## src/rtl/modulo_varredura_preset.sv

```systemverilog
// modulo_varredura_preset
// Row-scanning driver for an LED dot matrix with a writable bank of preset
// character patterns, frame-synchronous character switching and blink.
module modulo_varredura_preset #(
    parameter  int COLS         = 5,
    parameter  int ROWS         = 7,
    parameter  int NUM_PATTERNS = 4,
    parameter  int DIV          = 50000,
    parameter  int BLINK_FRAMES = 32,
    localparam int SEL_W        = (NUM_PATTERNS > 1) ? $clog2(NUM_PATTERNS) : 1,
    localparam int ROW_W        = $clog2(ROWS)
) (
    input  logic             clk,
    input  logic             reset,
    input  logic [SEL_W-1:0] sel,
    input  logic             blink_en,
    input  logic             wr_en,
    input  logic [SEL_W-1:0] wr_pat,
    input  logic [ROW_W-1:0] wr_row,
    input  logic [COLS-1:0]  wr_data,
    output logic [ROWS-1:0]  row,
    output logic [COLS-1:0]  col,
    output logic             frame_start
);

    localparam int DIV_W = (DIV > 1) ? $clog2(DIV) : 1;
    localparam int FC_W  = (BLINK_FRAMES > 1) ? $clog2(BLINK_FRAMES) : 1;

    localparam logic [DIV_W-1:0] DIV_LAST    = DIV_W'(DIV - 1);
    localparam logic [ROW_W-1:0] ROW_LAST    = ROW_W'(ROWS - 1);
    localparam logic [FC_W-1:0]  FC_LAST     = FC_W'(BLINK_FRAMES - 1);
    localparam logic [SEL_W:0]   NUM_PAT_EXT = (SEL_W + 1)'(NUM_PATTERNS);
    localparam logic [ROW_W:0]   ROWS_EXT    = (ROW_W + 1)'(ROWS);
    localparam logic [ROWS-1:0]  ROW_FIRST   = ROWS'(1);

    logic [DIV_W-1:0] r_div_cnt;
    logic [ROW_W-1:0] r_row_idx;
    logic [SEL_W-1:0] r_active_sel;
    logic [FC_W-1:0]  r_frame_cnt;
    logic             r_visible;
    logic [COLS-1:0]  r_mem [NUM_PATTERNS][ROWS];

    logic             w_tick;
    logic             w_boundary;
    logic [DIV_W-1:0] w_div_next;
    logic [ROW_W-1:0] w_row_idx_next;
    logic [SEL_W-1:0] w_sel_clamped;
    logic [SEL_W-1:0] w_active_sel_next;
    logic [FC_W-1:0]  w_frame_cnt_next;
    logic             w_visible_next;
    logic             w_wr_ok;
    logic [ROWS-1:0]  w_row_onehot;
    logic [COLS-1:0]  w_col_next;

    assign w_tick         = (r_div_cnt == DIV_LAST);
    assign w_boundary     = w_tick && (r_row_idx == ROW_LAST);
    assign w_div_next     = w_tick ? '0 : r_div_cnt + DIV_W'(1);
    assign w_row_idx_next = !w_tick   ? r_row_idx :
                            w_boundary ? '0 : r_row_idx + ROW_W'(1);

    // Out-of-range character requests fall back to character 0
    assign w_sel_clamped     = ({1'b0, sel} < NUM_PAT_EXT) ? sel : '0;
    assign w_active_sel_next = w_boundary ? w_sel_clamped : r_active_sel;

    assign w_wr_ok = wr_en && ({1'b0, wr_row} < ROWS_EXT) && ({1'b0, wr_pat} < NUM_PAT_EXT);

    // Output words are built from next-state values so row and col change together
    assign w_row_onehot = ROW_FIRST << w_row_idx_next;
    assign w_col_next   = w_visible_next ? r_mem[w_active_sel_next][w_row_idx_next] : '0;

    // Blink phase: frame counter only runs while blinking, otherwise steady-on
    always_comb begin
        w_frame_cnt_next = r_frame_cnt;
        w_visible_next   = r_visible;
        if (!blink_en) begin
            w_frame_cnt_next = '0;
            w_visible_next   = 1'b1;
        end else if (w_boundary) begin
            if (r_frame_cnt == FC_LAST) begin
                w_frame_cnt_next = '0;
                w_visible_next   = ~r_visible;
            end else begin
                w_frame_cnt_next = r_frame_cnt + FC_W'(1);
            end
        end
    end

    // Scan state and registered matrix outputs
    always_ff @(posedge clk) begin
        if (reset) begin
            r_div_cnt    <= '0;
            r_row_idx    <= '0;
            r_active_sel <= '0;
            r_frame_cnt  <= '0;
            r_visible    <= 1'b1;
            row          <= ROW_FIRST;
            col          <= '0;
            frame_start  <= 1'b0;
        end else begin
            r_div_cnt    <= w_div_next;
            r_row_idx    <= w_row_idx_next;
            r_active_sel <= w_active_sel_next;
            r_frame_cnt  <= w_frame_cnt_next;
            r_visible    <= w_visible_next;
            row          <= w_row_onehot;
            col          <= w_col_next;
            frame_start  <= w_boundary;
        end
    end

    // Pattern memory: cleared on reset, written by the host strobe otherwise
    always_ff @(posedge clk) begin
        if (reset) begin
            for (int p = 0; p < NUM_PATTERNS; p++) begin
                for (int r = 0; r < ROWS; r++) begin
                    r_mem[p][r] <= '0;
                end
            end
        end else if (w_wr_ok) begin
            r_mem[wr_pat][wr_row] <= wr_data;
        end
    end

endmodule

```

## config.mk

```make
export PLATFORM = sky130hd
export DESIGN_NAME = modulo_varredura_preset
export DESIGN_NICKNAME = d
export VERILOG_FILES = /design/src/rtl/modulo_varredura_preset.sv
export SDC_FILE = /design/constraint.sdc
export NUM_CORES = 1
export LEC_CHECK = 0
export BUFFER_PORTS_ARGS = -buffer_cell sky130_fd_sc_hd__buf_4
export CAP_MARGIN = 30
export CORE_AREA = 10 10 153 212
export DETAILED_ROUTE_END_ITERATION = 8
export DIE_AREA = 0 0 163 222
export SETUP_SLACK_MARGIN = 0.2
export SLEW_MARGIN = 20
export SYNTH_ARGS = -nofsm -noshare
export SYNTH_HDL_FRONTEND = slang
export SYNTH_SLANG_ARGS = --single-unit
```

## constraint.sdc

```tcl
create_clock -name clk -period 5.7 [get_ports clk]
set_input_delay 1.14 -clock clk [delete_from_list [all_inputs] [get_ports clk]]
set_output_delay 1.14 -clock clk [all_outputs]
set_load 0.03 [all_outputs]
```

Yosys cells after proc, flatten, opt, wreduce, memory -nomap -nowiden
Memories as Yosys holds them, arrays and structs flattened.
Index checks and enable logic that the tools add are counted.
Widths: inputs -> output; s select.
Word-level totals
  register bits: 40
  latch bits: 0
  RAM bits: 140
  ROM bits: 0
  input port bits: 16
  output and inout port bits: 13
  logic and storage cells: 52
  memories kept: 1
Memories
  r_mem: words 4, bits a word 35, rd ports 1, clocked after Yosys merged registers in 0, write ports 4, RTL line 41  | logic [COLS-1:0] r_mem [NUM_PATTERNS][ROWS];
Operators by class
  add/subtract/negate cells: 3
  multiply operators: 0
  div/mod/pow operators: 0
  $lt $le $gt $ge: 4
  equal/unequal tests: 3
  shift-type cells: 1
  muxes and demuxes: 20
  bitwise gates (word level): 5
  reductions and logical operators: 7
Operators with widths (count)
  $mux 35: 3
  $reduce_or 35->1: 1
  $mux 5: 4
  $add 16x1->16 const B: 1
  $eq 16x16->1 const B: 1
  $bmux 5 s3: 1
  $demux 5 s3: 1
  $ge 4x4->1 const B: 2
  $not 3->4: 2
  $mux 1: 7
  $shl 1x3->7 const A: 1
  $mux 3: 2
  $reduce_or 2->1: 3
  $add 5x1->5 const B: 1
  $eq 5x5->1 const B: 1
  $lt 4x1->1 const B: 1
  $mux 2: 2
  $add 3x1->3 const B: 1
  $eq 3x3->1 const B: 1
  $logic_and 1x1->1: 3
  $lt 3x3->1 const B: 1
  $not 1->1: 3

Logic depth before layout (Yosys ltp)
  word-level depth: 8
  mapped depth: 14
  gate-level depth less buffers: 10

Worst setup path after synthesis
No wires, ideal clock.
  path type: register to register
  from: register r_div_cnt[11]
  to: register col[0]
  setup time: 128 ps
  arrival time: 2721 ps
  data required time: 5572 ps
  path slack: 2851 ps
  stages on the path, launching flop included: 12
  path buffers: 3
  period minus slack after synthesis: 2849 ps
  cells stage by stage: dfxtp_1 > or4_4 > or4_1 > buf_4 > o21ai_4 > and2_1 > buf_6 > buf_12 > mux2i_1 > o32ai_2 > nor4_1 > a211oi_1
Between the ends
  word-level cells in the longest chain between the ends: 8
  elaborated cells between the ends (all ways): 14
  those cells by class: eq/ne: 1; mux: 8; bitwise: 2; reduce/logical: 2; memory: 1
Ends and longest elaborated chain
  start, declared: RTL line 36  | logic [DIV_W-1:0] r_div_cnt;
  start signal, assigned: RTL line 100  | r_div_cnt <= w_div_next;
  $eq 16x16->1 *: RTL line 55  | assign w_tick = (r_div_cnt == DIV_LAST);
  parallel branches: the longest is 7 deep, another holds $mem_v2 4x35
  end signal, assigned: RTL line 106  | col <= w_col_next;
  end, declared: RTL line 22  | output logic [COLS-1:0] col,
Mark *: on every way between the ends. The select of a mux whose other input is x is not followed.
A chain may end at the register's enable or synchronous reset.

Final worst setup path
  from: register r_div_cnt[11]
  to: register col[4]
The elaborated chain is that of the path after synthesis.

==> metrics.yaml <==
detailed_routing:
  first_pass_iters: 5
  drc: 0
  num_vias: 5588
  routed_wl_um: 21300
  wl_per_cell_um: 18.5
  dr.first_iter.drc_count: 471
  vias_per_cell: 4.85
  ant_nets: 0
layout:
  fin_cells: 1151
  layout_common_cells: "and2_1, edfxtp_1, nand2_1"
  drive_gt1_frac: 0.128
  final_nets: 784
  nFillCells: 2865
  multi_input_area_um2: 3180
  area_growth_pct: 13.2
  fin_area_um2: 9520
  layout_commonest_cell: "and2_1"
  seq_area_um2: 5000
  n_antenna_cell: 0
floorplanning:
  initial_core_util: 0.297
  rows: 73
  io_pins: 29
  core_area_um2: 28300
  fp.dieArea_um2: 36200
  die-height_um: 222
  dieWidth_um: 163
cts:
  ctsHoldBuffers: 0
  clkLatencyLatePin_ns: 0.44
  htreeDepth: 4
  clk_pin_slew_worst_paths_ns: 0.07
  cts_resized: 0
  cts_buffers: 17
  cts_tree: "built"
  root_buffer: "clkbuf_16"
  cts_setup_buffers: 0
  clock_sinks: 180
  clock_path_buffers: 2
worst_setup_path:
  slowest_delay_ns: 0.57
  crit_chain: "or4_4 > nor4_4 > nand3_1 > nand2_2 > buf_4 > mux2i_1 > o221ai_1 > nor4_1 > a211oi_1"
  worstPathArrival_ns: 4.18
  cpMaxStageDelayCell: "or4_4"
  cp.required_ns: 6.00
  rrSetupSlack_ns: 1.82
  critPathLaunchType: "register"
  crit_fanout: 35
  path_class: "reg2reg"
  r2r_cells: 9
  timing.rr.end: "col[4]"
  end_kind: "register"
  r2r-start: "r_div_cnt[11]"
yosys:
  yosysTopAreaCell: "edfxtp_1"
  yosysSeqAreaShare: 0.595
  syn_nets: 771
  yosys.cell_types.count: 47
  synth_xor_xnor_area_share: 0.0125
  synth_top_family_by_area: "simple AND/OR/NAND/NOR gates"
  ys.warnings.count: 0
  synth_simple_gate_area_share: 0.245
  yosys_register_bits: 180
  synth.avg_cell_area_um2: 11.2
  postSynthCellCount: 750
  yosys-mux-area-fraction: 0.0357
  synth.area.top_cells: "edfxtp_1, and2_1, dfxtp_1"
  synth_compound_area_frac: 0.0774
  netlist_area_um2: 8410
  synth_top_area_frac: 0.500
  synth_edf_count: 140
  synthFlopType: "edfxtp_1"
  synth_async_sr_flop_share: 0
  synth_fa_ha_area_frac: 0.00744
sta:
  finalSetupViolCount: 0
  maxSlewViolCount: 0
  relSlewSlack: 0.444
  grt_setup_unrepaired: "no"
  fin_crit_sh: 0.681
  hold_violations: 0
  skew_ns: 0.00951
  tightest_slew_ns: 0.834
  max_freq_ghz: 0.258
  setup_tns_ns: 0
  period_minus_slack_ns: 3.88
  layout_setup_ws_ns: 1.82
power:
  ir_drop_mv: 0.200
  leakagePower_nw: 3.38
  power_density_nw_per_um2: 292
placement:
  place_congestion: 0.803
  place_area_um2: 8940
  numPlacedInstances: 1119
  port-buffer-count: 28
  dp_hpwl_um: 14500
  preCtsSetupSlack_ns: 1.90
flow_run:
  drv_cap: 0
global_route:
  track_usage: 0.117
  antenna_found_initial: 0
  grt_pass1_vias: 5584
  grt_pass1_wl_um: 32400
  grt.overflow.total: 0
  grt_start_max_net_pins: 46
outcome:
  status: "complete, no violations"
min_path:
  hp-start: "r_div_cnt[0]"
  hold_class: "reg2reg"
  hold_end: "r_div_cnt[0]"
  hold_depth: 1
-- final cells by class --
cell class / count / area share
Multi-Input combinational cell: 524 / 0.334
Sequential cell: 180 / 0.526
Clock inverter: 11 / 0.0135
Clock buffer: 21 / 0.0473
Inverter: 7 / 0.00276
Tap cell: 375 / 0.0493
Timing Repair Buffer: 33 / 0.0268
-- synthesized netlist by cell type (2+ instances only) --
library cell	count
a211oi_1	17
a21o_1	3
a21oi_1	17
a221oi_1	6
a311oi_1	12
a31oi_1	4
and2_1	144
and3_1	16
buf_2	7
buf_6	3
clkbuf_1	26
dfxtp_1	40
edfxtp_1	140
ha_1	5
inv_1	7
mux2i_1	30
nand2_1	82
nand2b_1	5
nand3_1	15
nand4_1	4
nor2_1	57
nor3_1	11
nor4_1	7
o21a_1	3
o21ai_0	12
o21ai_1	2
o21ai_4	2
o221ai_1	3
o22ai_1	9
or2_2	30
or3_1	4
or4_1	2
xnor2_1	4
xor2_1	8
-- flip-flops by register name (all words and copies together), names as in the netlist --
signal and flops:
frame_start 1, r_active_sel 2, col 5, r_div_cnt 16, r_visible 1, row 7
r_row_idx 3, r_frame_cnt 5, r_mem 140
-- worst max-delay path by stage --
stage / from / end / slack (ns) / depth (start not counted)
2_1_floorplan: r_div_cnt[11] / col[0] / 2.85 / 11
3_3_place_gp: r_div_cnt[11] / col[4] / 1.85 / 8
3_5_place_dp: r_div_cnt[11] / col[4] / 1.90 / 9
4_1_cts: r_div_cnt[11] / col[4] / 1.88 / 9
5_1_grt: r_div_cnt[11] / col[4] / 1.64 / 9
6_report: r_div_cnt[11] / col[4] / 1.82 / 9
-- worst max-delay path, delay by kind of cell, from the launching register on --
family / cells / cell delay (ns)
AOI/OAI and AO/OA: 2 / 0.23
and+or+nand+nor: 5 / 2.33
buffers and inverters: 1 / 0.51
muxes: 1 / 0.30
DFF: 1 / 0.34
-- metal layers --
metal | track usage | share of wire
met1 | 0.138 | 0.42
met2 | 0.198 | 0.50
met3 | 0.0284 | 0.051
met4 | 0.0459 | 0.025
met5 | 0 | 0
-- kinds of logic (layout without fill, tap and decap cells) --
| group | after synthesis | count (layout) |
|---|---|---|
| AOI/OAI and AO/OA | 92 | 92 |
| xor gates and xnor gates | 12 | 12 |
| adders and majority gates | 5 | 5 |
| buffers and inverters | 46 | 72 |
| DFF | 180 | 180 |
| muxes | 30 | 30 |
| and+or+nand+nor | 385 | 385 |
-- power breakdown --
part	internal (W)	total [W]	switching (W)
Sequential	0.00147	0.00149	0.0000230
Combinational	0.0000371	0.000120	0.0000827
Clock	0.000660	0.00116	0.000504
Total	0.00217	0.00278	0.000610
-- per-stage QoR --
step / power (W) / hold WS (ns) / util
after floorplan: 0.00158 / 0.430 / -
after global placement: 0.00164 / 0.443 / 0.315
after detailed placement: 0.00164 / 0.453 / 0.316
after CTS: 0.00280 / 0.469 / 0.336
after global routing: 0.00286 / 0.489 / 0.336
final: 0.00278 / 0.465 / 0.336
Power figures use the tool's default switching activity.
